File: config.mk
export PLATFORM = sky130hd
export DESIGN_NAME = gps_source_arbiter
export DESIGN_NICKNAME = d
export VERILOG_FILES = /design/src/rtl/gps_source_arbiter.sv
export SDC_FILE = /design/constraint.sdc
export NUM_CORES = 1
export LEC_CHECK = 0
export CORE_UTILIZATION = 47
export CTS_CLUSTER_DIAMETER = 80
export DETAILED_ROUTE_END_ITERATION = 7
export GPL_TIMING_DRIVEN = 0
export PLACE_DENSITY = 0.75
export SLEW_MARGIN = 20
export SYNTH_ARGS = -nofsm -noshare
export SYNTH_HDL_FRONTEND = slang
export SYNTH_SLANG_ARGS = --single-unit
File: constraint.sdc
create_clock -name clock -period 2.9 [get_ports clock]
set_clock_uncertainty 0.15 [all_clocks]
set_input_delay 0.58 -clock clock [delete_from_list [all_inputs] [get_ports clock]]
set_output_delay 0.58 -clock clock [all_outputs]
set_load 0.03 [all_outputs]
File: src/rtl/gps_source_arbiter.sv
// Shares one NMEA byte stream between N sentence sources. A source is granted on '$'
// and keeps the grant until '\n', an idle timeout or a length overrun; one byte per 2 cycles.
module gps_source_arbiter #(
    parameter int B       = 8,
    parameter int N       = 2,
    parameter int TIMEOUT = 64,
    parameter int MAX_LEN = 82
) (
    input  logic           clock,
    input  logic           reset,
    input  logic [N*B-1:0] src_data,
    input  logic [N-1:0]   src_valid,
    output logic [N-1:0]   src_ready,
    output logic [B-1:0]   data,
    output logic           load,
    output logic [N-1:0]   grant,
    output logic           busy,
    output logic           abort
);
    localparam int LW = $clog2(MAX_LEN + 1);
    localparam int TW = $clog2(TIMEOUT + 1);
    localparam int IW = $clog2(N);
    localparam logic [B-1:0] DOLLAR  = B'(8'h24);
    localparam logic [B-1:0] NEWLINE = B'(8'h0A);

    typedef enum logic {IDLE, LOCKED} state_t;

    state_t        state_q;
    logic [IW-1:0] last_q, owner_q;
    logic [LW-1:0] len_q;
    logic [TW-1:0] to_q, to_inc;
    logic          pace_q;
    logic [B-1:0]  data_q;
    logic          load_q, abort_q;
    logic [N-1:0]  grant_q;

    logic [N-1:0]  is_dollar, win_oh;
    logic [IW-1:0] win_idx;
    logic          win_found, own_acc;
    logic [B-1:0]  own_byte;

    always_comb begin
        is_dollar = '0;
        own_byte  = '0;
        for (int i = 0; i < N; i++) begin
            is_dollar[i] = src_valid[i] && (src_data[i*B +: B] == DOLLAR);
            if (IW'(i) == owner_q) own_byte = src_data[i*B +: B];
        end

        // Round-robin: first '$' found starting just after the last owner.
        win_found = 1'b0;
        win_idx   = '0;
        win_oh    = '0;
        for (int k = 1; k <= N; k++) begin
            if (!win_found && is_dollar[(int'(last_q) + k) % N]) begin
                win_found = 1'b1;
                win_idx   = IW'((int'(last_q) + k) % N);
                win_oh[(int'(last_q) + k) % N] = 1'b1;
            end
        end

        src_ready = '0;
        if (reset && !pace_q) begin
            if (state_q == IDLE) src_ready = (src_valid & ~is_dollar) | win_oh;
            else                 src_ready = src_valid & grant_q;
        end
        own_acc = |(src_ready & grant_q);
        to_inc  = (to_q == TW'(TIMEOUT)) ? to_q : to_q + 1'b1;
    end

    always_ff @(posedge clock or negedge reset) begin
        if (!reset) begin
            state_q <= IDLE;
            last_q  <= IW'(N - 1);
            owner_q <= '0;
            len_q   <= '0;
            to_q    <= '0;
            pace_q  <= 1'b0;
            data_q  <= '0;
            load_q  <= 1'b0;
            abort_q <= 1'b0;
            grant_q <= '0;
        end else begin
            load_q  <= 1'b0;
            abort_q <= 1'b0;
            pace_q  <= |src_ready;
            case (state_q)
                IDLE: begin
                    if (win_found && !pace_q) begin
                        state_q <= LOCKED;
                        owner_q <= win_idx;
                        grant_q <= win_oh;
                        len_q   <= LW'(1);
                        to_q    <= '0;
                        data_q  <= DOLLAR;
                        load_q  <= 1'b1;
                    end
                end
                LOCKED: begin
                    if (own_acc) begin
                        data_q <= own_byte;
                        load_q <= 1'b1;
                        len_q  <= len_q + 1'b1;
                        to_q   <= '0;
                        if (own_byte == NEWLINE || len_q + 1'b1 == LW'(MAX_LEN)) begin
                            state_q <= IDLE;
                            grant_q <= '0;
                            last_q  <= owner_q;
                            len_q   <= '0;
                            abort_q <= (own_byte != NEWLINE);
                        end
                    end else if (to_inc == TW'(TIMEOUT)) begin
                        state_q <= IDLE;
                        grant_q <= '0;
                        last_q  <= owner_q;
                        len_q   <= '0;
                        to_q    <= '0;
                        abort_q <= 1'b1;
                    end else begin
                        to_q <= to_inc;
                    end
                end
            endcase
        end
    end

    assign data  = data_q;
    assign load  = load_q;
    assign grant = grant_q;
    assign busy  = (state_q == LOCKED);
    assign abort = abort_q;
endmodule

==> metrics.csv <==
metric;value;unit
status;finished clean;
hold_buf cts;0;
vias in the first global route;1646;
io pins;35;
post-synth net total;233;
Yosys cell types;57;
first-pass iteration count of the detailed router;4;
reg2reg path depth;8;
crit start category;primary input;
most common cell after layout, fill and taps aside;clkdlybuf4s50_1;
Worst Path Required;2170;ps
Area Growth Syn to Fin;27.7;%
# DRC;0;
TritonCTS buffer count;5;
Rows;22;
Mapped Avg Cell Area;9.04;um^2
max cap viols;0;
fmax;0.355;GHz
Sink Count;30;
Nets;276;
Die W;65.4;um
Die Footprint;4280;um^2
Least-Margin Pin Slew;533;ps
dpl cell area;2280;um^2
initial antenna violation count;0;
sequential area share after synthesis;39.8;%
most frequent cells in the layout;clkdlybuf4s50_1 (31), nand2_1 (29), dfrtp_1 (29), o21ai_0 (20), nor2_1 (18);
leakage;0.999;nW
# diodes;0;
Post-Synthesis Cells;209;
fin crit share;97.2;%
reg-to-reg endpoint;last_q;
crit path max fanout;3;
Power Density;485;nW/um^2
mapped cell area;1890;um^2
Slew Limit Fails;0;
clock latency on the worst-skew pair;290;ps
placed cells;291;
Post-Route WL;4.40;mm
initial drt markers;93;
Fill cells;304;
worst r2r src;to_q[0];
Max Root-Sink Buffers;2;
Setup violations, final;0;
crit end category;output port;
largest net degree at the start of global routing;32;
global route overflow;0;
Initial Util;50.1;%
Most used DFF post-synth;dfrtp_1;
asr flop ratio synth;100;%
H-tree depth;2;
Die Y;65.4;um
GRT Total Usage;23.5;%
post-route ant nets;0;
routed vias;1715;
minimum clock period;2820;ps
number of flops mapped to enable cells by yosys;0;
Reg area;752;um^2
Final Hold Viols;0;
Slew headroom;64.4;%
setup_tns;0;ps
Worst VDD drop;240;uV
Multi-input gate area;1120;um^2
flop-to-flop setup slack;360;ps
drt wl/cell;14.6;um
clock transition at the registers of the reported paths;70;ps
share of layout cells above drive strength 1;16.2;%
global-route wire length before repair;7.56;mm
Design Area, Final;2410;um^2
Synth Register Bits;30;
final cell count without fillers;301;
port bufs;34;
RePlAce Congestion;0.808;
Yosys warnings;0;
via/cell ratio;5.70;
Crit Path Category;in2out;
CTS tree;done;
WP data arrival;2090;ps
core area;3770;um^2
worst hold path type;in2async;
Root Buffer;clkbuf_8;
Post-DP HPWL;3.14;mm
[critical path, cell delays in order]
cell,delay (ps)
clkdlybuf4s50_1,440
and4bb_2,380
nand4_2,170
o31ai_1,240
a21oi_1,80
buf_2,200
[synthesized netlist by cell type, types with 2 or more instances]
cell       n  area, um^2
xnor2_1    3        26.3
o211ai_1   2        15.0
inv_1      5        18.8
mux2i_1    2        20.0
nor2_1    18        67.6
or2_2      3        18.8
nand3_1   11        55.1
and3_1     3        18.8
nand2_1   31         116
nor2b_1    3        18.8
dfrtp_1   29         726
ha_1       4        50.1
o22ai_1    4        25.0
mux2_2     8        90.1
a21o_1     2        15.0
xor2_1     2        17.5
nand3b_1   2        15.0
o21ai_0   20         100
and2_1     6        37.5
and4_1     2        17.5
clkbuf_1   4        15.0
o31ai_1    2        15.0
a21oi_1    9        45.0
[registers in the layout, indices dropped and copies added (netlist names)]
name,count
pace_q,1
abort,1
len_q,7
load,1
owner_q,1
to_q,7
data,8
grant,2
last_q,1
busy,1
[area by class of cell]
type | instances | share of cell area [%]
repair buffers | 36 | 14.2
flip-flops and latches | 30 | 31.2
plain buffers | 5 | 0.882
clock buffers | 7 | 3.58
multi-input cells | 168 | 46.5
well taps | 48 | 2.49
inverters | 6 | 0.934
clock inverters | 1 | 0.207
[layer usage]
layer	GRT usage, %	vias to the layer above	part of all wire (%)
met5	0	-	0
met3	6.08	11	5.4
met4	10.6	0	2.1
met1	30.3	808	46
li1	-	846	-
met2	36.9	50	46
[logic make-up (layout without fill, tap and decap cells)]
kind of cell	after synthesis	after routing	synth area share, %
buffers and inverters	11	55	2.25
and+or+nand+nor	94	94	27.2
AOI/OAI and AO/OA	54	54	19.3
adders and majority gates	4	4	2.65
xor gates and xnor gates	5	5	2.32
DFF	30	30	39.8
muxes	11	11	6.42
[power by group]
group | switching (mW) | total [mW] | internal, mW
sequential | 0.0515 | 0.510 | 0.459
combinational | 0.163 | 0.310 | 0.146
clock | 0.160 | 0.351 | 0.191
total | 0.375 | 1.17 | 0.796
[through the flow]
step           setup slack (ps)  hold WS [ps]  total power, mW  utilization (%)
4_1_cts                    2.58          73.1             1.18             63.5
6_report                   80.5          61.3             1.17             64.0
3_5_place_dp               -452           339            0.822             60.6
2_1_floorplan               548           134            0.707                -
3_3_place_gp              -1340           345            0.819             60.7
5_1_grt                   -5.11          91.5             1.24             64.0
[worst max path at each step]
stage,start,end,slack (ps),cells past startpoint
after floorplan,src_data[8],last_q,550,6
after global placement,reset,src_ready[1],-1340,6
after detailed placement,reset,src_ready[1],-450,6
after CTS,src_data[6],src_ready[0],3,7
after global routing,src_data[14],src_ready[1],-5,6
final,src_data[1],src_ready[1],80,6
[repair_timing]
item,4_1_cts,5_1_grt
endpoints found under the hold margin,0,0
setup buffers,1,1
gates resized for setup,9,8
endpoints found under the setup margin,5,13
pin swaps,1,2
(Power assumes the default switching activity.)
